## config.mk

```make
export PLATFORM = sky130hd
export DESIGN_NAME = stack_sequencer
export DESIGN_NICKNAME = d
export VERILOG_FILES = /design/src/rtl/stack_sequencer.sv
export SDC_FILE = /design/constraint.sdc
export NUM_CORES = 1
export LEC_CHECK = 0
export BUFFER_PORTS_ARGS = -buffer_cell sky130_fd_sc_hd__buf_2
export CELL_PAD_IN_SITES_DETAIL_PLACEMENT = 0
export CELL_PAD_IN_SITES_GLOBAL_PLACEMENT = 1
export CORE_MARGIN = 1.5
export CORE_UTILIZATION = 36
export DETAILED_ROUTE_END_ITERATION = 7
export PLACE_DENSITY_LB_ADDON = 0.1
export SETUP_SLACK_MARGIN = 0.2
export SYNTH_ARGS = -nofsm -noshare
export SYNTH_HDL_FRONTEND = slang
export SYNTH_SLANG_ARGS = --single-unit
```

## constraint.sdc

```tcl
create_clock -name clk -period 2 [get_ports clk]
set_input_delay 0.2 -clock clk [delete_from_list [all_inputs] [get_ports clk]]
set_output_delay 0.2 -clock clk [all_outputs]
set_load 0.1 [all_outputs]
```

## src/rtl/stack_sequencer.sv

```systemverilog
// stack_sequencer: drives stack-pointer strobes and RAM strobes for a full-descending byte stack.
// Optional depth/bounds checking is enabled by defining STACK_BOUNDS_EN.
module stack_sequencer #(
    parameter int DEPTH_MAX = 256
) (
    input  logic        clk,
    input  logic        resetn,
    input  logic        cmd_valid,
    input  logic [2:0]  cmd,
    output logic        cmd_ready,
    input  logic [15:0] wdata,
    output logic [15:0] rdata,
    output logic        rdata_valid,
    output logic        sp_outn,
    output logic        sp_loadn,
    output logic        sp_cupn,
    output logic        sp_cdownn,
    output logic [15:0] abus_out,
    output logic        abus_oe,
    output logic        mem_wen,
    output logic        mem_oen,
    output logic [7:0]  dbus_out,
    output logic        dbus_oe,
    input  logic [7:0]  dbus_in,
    output logic        err
);
    localparam logic [2:0] S_IDLE = 3'd0, S_DEC = 3'd1, S_WR = 3'd2, S_RD = 3'd3, S_INC = 3'd4, S_LOAD = 3'd5;
    localparam logic [2:0] C_PUSH = 3'd1, C_POP = 3'd2, C_CALL = 3'd3, C_RET = 3'd4, C_LDSP = 3'd5;

    if (DEPTH_MAX < 1 || DEPTH_MAX > 65535) begin : g_bad_depth
        $error("stack_sequencer: DEPTH_MAX must be in 1..65535");
    end

    logic [2:0]  state_q, state_d, op_q, op_d;
    logic        idx_q, idx_d, rvalid_q, rvalid_d;
    logic [15:0] wdata_q, wdata_d, rdata_q, rdata_d;
    logic        accept, viol, last_inc;

    assign cmd_ready = state_q == S_IDLE;
    assign accept    = cmd_valid && cmd_ready;
    // A RET only returns to IDLE after its second increment.
    assign last_inc  = !(op_q == C_RET && !idx_q);

    always_comb begin
        state_d  = state_q;
        op_d     = op_q;
        idx_d    = idx_q;
        wdata_d  = wdata_q;
        rdata_d  = rdata_q;
        rvalid_d = 1'b0;
        case (state_q)
            S_IDLE: if (accept) begin
                op_d    = cmd;
                wdata_d = wdata;
                idx_d   = 1'b0;
                state_d = viol ? S_IDLE :
                          (cmd == C_PUSH || cmd == C_CALL) ? S_DEC :
                          (cmd == C_POP  || cmd == C_RET)  ? S_RD  :
                          (cmd == C_LDSP) ? S_LOAD : S_IDLE;
            end
            S_DEC:  state_d = S_WR;
            S_WR: begin
                state_d = (op_q == C_CALL && !idx_q) ? S_DEC : S_IDLE;
                idx_d   = 1'b1;
            end
            S_RD: begin
                rdata_d = idx_q ? {dbus_in, rdata_q[7:0]} : {8'h00, dbus_in};
                state_d = S_INC;
            end
            S_INC: begin
                state_d  = last_inc ? S_IDLE : S_RD;
                rvalid_d = last_inc;
                idx_d    = 1'b1;
            end
            S_LOAD: state_d = S_IDLE;
            default: state_d = S_IDLE;
        endcase
    end

    always_ff @(posedge clk or negedge resetn) begin
        if (!resetn) begin
            state_q  <= S_IDLE;
            op_q     <= 3'd0;
            idx_q    <= 1'b0;
            wdata_q  <= 16'h0000;
            rdata_q  <= 16'h0000;
            rvalid_q <= 1'b0;
        end else begin
            state_q  <= state_d;
            op_q     <= op_d;
            idx_q    <= idx_d;
            wdata_q  <= wdata_d;
            rdata_q  <= rdata_d;
            rvalid_q <= rvalid_d;
        end
    end

`ifdef STACK_BOUNDS_EN
    logic [15:0] depth_q, depth_d;
    logic        err_q, err_d;

    assign viol = (cmd == C_PUSH && int'(depth_q) > DEPTH_MAX - 1) ||
                  (cmd == C_CALL && int'(depth_q) > DEPTH_MAX - 2) ||
                  (cmd == C_POP  && depth_q < 16'd1) ||
                  (cmd == C_RET  && depth_q < 16'd2);

    // Depth follows bytes actually moved, so it updates on each WR/RD cycle.
    assign depth_d = (state_q == S_LOAD) ? 16'd0 :
                     (state_q == S_WR)   ? depth_q + 16'd1 :
                     (state_q == S_RD)   ? depth_q - 16'd1 : depth_q;
    assign err_d   = (state_q == S_LOAD) ? 1'b0 : (accept && viol) ? 1'b1 : err_q;

    always_ff @(posedge clk or negedge resetn) begin
        if (!resetn) begin
            depth_q <= 16'd0;
            err_q   <= 1'b0;
        end else begin
            depth_q <= depth_d;
            err_q   <= err_d;
        end
    end

    assign err = err_q;
`else
    assign viol = 1'b0;
    assign err  = 1'b0;
`endif

    assign sp_cdownn   = state_q != S_DEC;
    assign sp_cupn     = state_q != S_INC;
    assign sp_loadn    = state_q != S_LOAD;
    assign sp_outn     = !(state_q == S_WR || state_q == S_RD);
    assign mem_wen     = state_q != S_WR;
    assign mem_oen     = state_q != S_RD;
    assign dbus_oe     = state_q == S_WR;
    assign abus_oe     = state_q == S_LOAD;
    assign abus_out    = wdata_q;
    assign dbus_out    = (op_q == C_CALL && !idx_q) ? wdata_q[15:8] : wdata_q[7:0];
    assign rdata       = rdata_q;
    assign rdata_valid = rvalid_q;
endmodule

```

After elaboration in Yosys (flattened, before gate mapping). Index checks and enable logic that the tools add are counted.

Bits in registers: 40. Bits of input ports: 30. Output and inout port bits: 51.

Equal/unequal tests: 18. Mux-type cells: 12. Bitwise logic cells: 1. Reductions and logical operators: 15.

Operators with widths (number): two-way mux 16 bit (1); == test 3 x 2 -> 1 bit, second input constant (5); == test 3 bit, second input constant (5); case mux 3 bit (5 select lines) (1); two-way mux 3 bit (4); two-way mux 8 bit (1); == test 3 x 1 -> 1 bit, second input constant (2); != test 3 x 2 -> 1 bit, second input constant (2); != test 3 bit, second input constant (2); AND reduction 2 bit (3); logical AND 1 bit (3); zero test 1 bit (3); zero test 3 bit (1); logical OR 1 bit (3); two-way mux 1 bit (3); != test 3 x 1 -> 1 bit, second input constant (1); two-way mux 2 bit (1); != test 2 x 1 -> 1 bit, second input constant (1); case mux 1 bit (2 select lines) (1); nonzero test 2 bit (1); OR reduction 2 bit (1); inverter 1 bit (1).

Longest topological paths before layout.
Depth in word-level cells: 6. Mapped depth: 6.

Worst setup path before layout. OpenSTA, ideal clock, no wires.

Path kind: register to output. From: register state_q[2]. To: output port mem_wen. Data arrival time: 4.198 ns. Required time: 1.800 ns. Path slack: -2.398 ns. Cell stages (with the launch flop): 4. Path buffers: 1. Cells stage by stage: dfrtp_1 > clkbuf_8 > nor3b_1 > inv_1.

Cells in the longest elaborated chain, start to end: 1.

RTL lines: start, declared (RTL line 34) `logic [2:0] state_q, state_d, op_q, op_d;`; start signal, assigned (RTL line 89) `state_q <= state_d;`; != test 3 x 2 -> 1 bit (RTL line 133) `assign mem_wen = state_q != S_WR;`; end, declared (RTL line 20) `output logic mem_wen,`.

No other way between the ends.

Worst setup path in the final report.
From: register op_q[2]. To: output port dbus_out[3].

Cells in the longest elaborated chain, start to end: 3.

RTL lines: start, declared (RTL line 34); start signal, assigned (RTL line 90) `op_q <= op_d;`; == test 3 x 2 -> 1 bit (RTL line 138) `assign dbus_out = (op_q == C_CALL && !idx_q) ? wdata_q[15:8] : wdata_q[7:0];`; logical AND 1 bit (RTL line 138); two-way mux 8 bit (RTL line 138); end, declared (RTL line 22) `output logic [7:0] dbus_out,`.

No other way between the ends.

==> insert_results.sql <==
INSERT INTO impl_metrics (metric_group, metric, value, unit) VALUES
('status', 'status', 'finished, final reports clean', ''),
('clocking', 'tritoncts.num_buffers', '5', ''),
('timing', 'unrepaired_setup_endpoints_after_global_routing', 'true', ''),
('route', 'first_iter_violations', '87', ''),
('yosys', 'syn_area', '1850', 'sq um'),
('final_layout', 'layout-drive-gt1-share', '63.2', '%'),
('grt', 'grt_max_degree', '18', ''),
('yosys', 'postSynthAreaPerCell', '13.1', 'sq um'),
('min_path', 'min_path_cells', '2', ''),
('final_layout', 'final-instance-count-excl-fill', '295', ''),
('worst_setup_path', 'endpoint', 'dbus_out[3]', ''),
('worst_setup_path', 'crit_path_kind', 'flip-flop to primary output', ''),
('run', 'cap_viol_max_count', '0', ''),
('route', 'drcViolationCount', '0', ''),
('route', 'drt_first_pass_iters', '3', ''),
('die', 'core-area', '4820', 'sq um'),
('timing', 'final_period_minus_worst_setup_slack', '1.95', 'ns'),
('worst_setup_path', 'r2r.worst_path.cells', '3', ''),
('yosys', 'synthDistinctLibCells', '33', ''),
('route', 'drt_total_wl', '4170', 'um'),
('placement', 'port-buffer-count', '79', ''),
('yosys', 'synthesis.instances', '141', ''),
('final_layout', 'antennaDiodeCount', '0', ''),
('grt', 'grt_antenna_before_repair', '0', ''),
('clocking', 'cts.reportedPaths.clkPinSlew', '0.08', 'ns'),
('route', 'vias', '1336', ''),
('clocking', 'htreeDepth', '2', ''),
('clocking', 'cts_tree', 'yes', ''),
('clocking', 'clk-insertion-delay-late', '0.29', 'ns'),
('clocking', 'clkSinkCount', '40', ''),
('timing', 'fmax', '512', 'MHz'),
('yosys', 'synth_edf_count', '0', ''),
('die', 'fp-row-count', '25', ''),
('timing', 'final.setup.tns', '0', 'ns'),
('yosys', 'synth_nets', '171', ''),
('grt', 'via_count_of_the_first_global_routing_pass', '1409', ''),
('worst_setup_path', 'worst_r2r_endpoint', 'abus_out[10]', ''),
('placement', 'dpl.hpwl', '3020', 'um'),
('timing', 'report.final.setup_viol', '0', ''),
('die', 'die_area', '5570', 'sq um'),
('timing', 'clock_skew', '0.0148', 'ns'),
('die', 'dieWidth', '74.6', 'um'),
('route', 'drt.antenna.violating_nets', '0', ''),
('worst_setup_path', 'cp-startpoint', 'op_q[2]', ''),
('worst_setup_path', 'worst_r2r_startpoint', 'state_q[1]', ''),
('timing', 'final-hold-violation-count', '0', ''),
('timing', 'timing.final.max_slew_violations', '0', ''),
('route', 'detail_route.vias_per_cell', '4.53', ''),
('die', 'start_util', '38.3', '%'),
('yosys', 'synthArstFlopShare', '100', '%'),
('final_layout', 'layout.nets', '257', ''),
('die', 'ports', '81', ''),
('min_path', 'holdCritPathClass', 'input port to flip-flop', ''),
('clocking', 'root_buffer', 'clkbuf_8', ''),
('worst_setup_path', 'worst_ep_required_time', '1.80', 'ns'),
('final_layout', 'syn_to_final_growth', '43.7', '%'),
('yosys', 'synth_seq_cells', '40', ''),
('timing', 'layout_worst_path_cycle_share', '97.6', '%'),
('worst_setup_path', 'endpoint_kind', 'primary output', ''),
('worst_setup_path', 'cp.arrival', '1.75', 'ns'),
('timing', 'worst_hold_slack', '0.135', 'ns'),
('placement', 'placed_cells_incl_taps', '283', ''),
('grt', 'global_route.usage.total', '16.2', '%'),
('grt', 'grt_pass1_wl', '6760', 'um'),
('clocking', 'cts_max_path_buffers', '2', ''),
('die', 'die_y', '74.6', 'um'),
('route', 'drt-wirelength-per-cell', '14.1', 'um'),
('yosys', 'synth_top_flop_cell', 'dfrtp_1', ''),
('yosys', 'synth_warn', '0', ''),
('worst_setup_path', 'path_max_fanout', '4', ''),
('worst_setup_path', 'timing.reg2reg.setup_slack', '0.38', 'ns'),
('grt', 'grt_overflow_total', '0', ''),
('yosys', 'sequential_fraction_of_the_synthesis_area', '54.2', '%'),
('placement', 'final_weighted_congestion_in_routability_driven_placement', '0.801', ''),
('worst_setup_path', 'start_kind', 'flip-flop', '');
cells by family (layout without fill, tap and decap cells):
kind of cell / Yosys count / count (layout) / synth area share [%]
xor gates and xnor gates: 1 / 1 / 0.474
and+or+nand+nor: 37 / 37 / 11.4
DFF: 40 / 40 / 54.2
AOI/OAI and AO/OA: 13 / 13 / 4.00
buffers and inverters: 13 / 100 / 5.76
other: 1 / 1 / 0.203
muxes: 36 / 36 / 24.0
per-layer routing:
layer  share of wire [%]  vias up  track usage (%)
met5                   0        -                0
met4                 1.1        0             5.45
met3                 6.0        5             3.88
met2                  49       52             27.0
met1                  44      624             20.9
li1                    -      655                -
worst min-delay path by stage:
| stage | from | endpoint |
|---|---|---|
| finish | wdata[3] | abus_out[3] |
| detailed placement | resetn | state_q[1] |
| CTS | wdata[3] | abus_out[3] |
| global route | wdata[3] | abus_out[3] |
| global placement | resetn | state_q[1] |
| floorplan | resetn | abus_out[0] |
area by class of cell:
cell class | count | area [sq um]
clock inverters | 2 | 38.8
well taps | 67 | 83.8
multi-input cells | 88 | 826
flip-flops and latches | 40 | 1000
clock buffers | 6 | 82.6
repair buffers | 88 | 599
fillers | 452 | 2160
inverters | 4 | 18.8
through the flow:
step	util (%)	setup slack (ns)	instance area (sq um)
2_1_floorplan	-	-0.361	1890
3_3_place_gp	48.1	0.296	2320
3_5_place_dp	48.1	0.260	2320
4_1_cts	54.9	0.0417	2650
5_1_grt	55.1	-0.00933	2650
6_report	55.1	0.0478	2650
cells in the final DEF, fill, tap and decap left out, types with 2 or more instances in the layout:
| master | instances |
|---|---|
| mux2_2 | 12 |
| clkbuf_4 | 3 |
| buf_2 | 67 |
| nor2_1 | 3 |
| mux2_4 | 24 |
| dfrtp_2 | 3 |
| nand2_1 | 19 |
| buf_12 | 8 |
| buf_4 | 8 |
| o21ai_0 | 8 |
| inv_1 | 3 |
| clkbuf_8 | 6 |
| dfrtp_1 | 37 |
| a31oi_1 | 2 |
critical path: stages, from the launching register on:
cell and delay [ns]:
dfrtp_1 0.41, nor4bb_4 0.34, buf_4 0.21, mux2_4 0.32
buf_12 0.17
timing repair:
item                       CTS  global route
hold buffers                 1             0
pin swaps                    1             1
setup buffers                2             0
hold endpoints to repair     6             0
gates resized for setup     48             4
cloned                       1             0
setup endpoints to repair   11            11
flip-flops by register name, summed over array words and instances, names as in the netlist:
name	count
abus_out	16
idx_q	1
op_q	3
rdata	16
rdata_valid	1
state_q	3
Yosys cell counts, types with 2 or more instances:
cell       n  area share (%)
a31oi_1    2            0.68
buf_6      2             1.2
clkbuf_1   2            0.41
dfrtp_1   40              54
inv_1      4            0.81
mux2_2    26              16
mux2_4    10             8.1
nand2_1   20             4.1
nor2_1     3            0.61
nor3b_1    2            0.81
o21ai_0    8             2.2
Power is left out: the tool's default activity adds up to more than one toggle a clock period on the data nets, which glitch-free logic cannot reach.
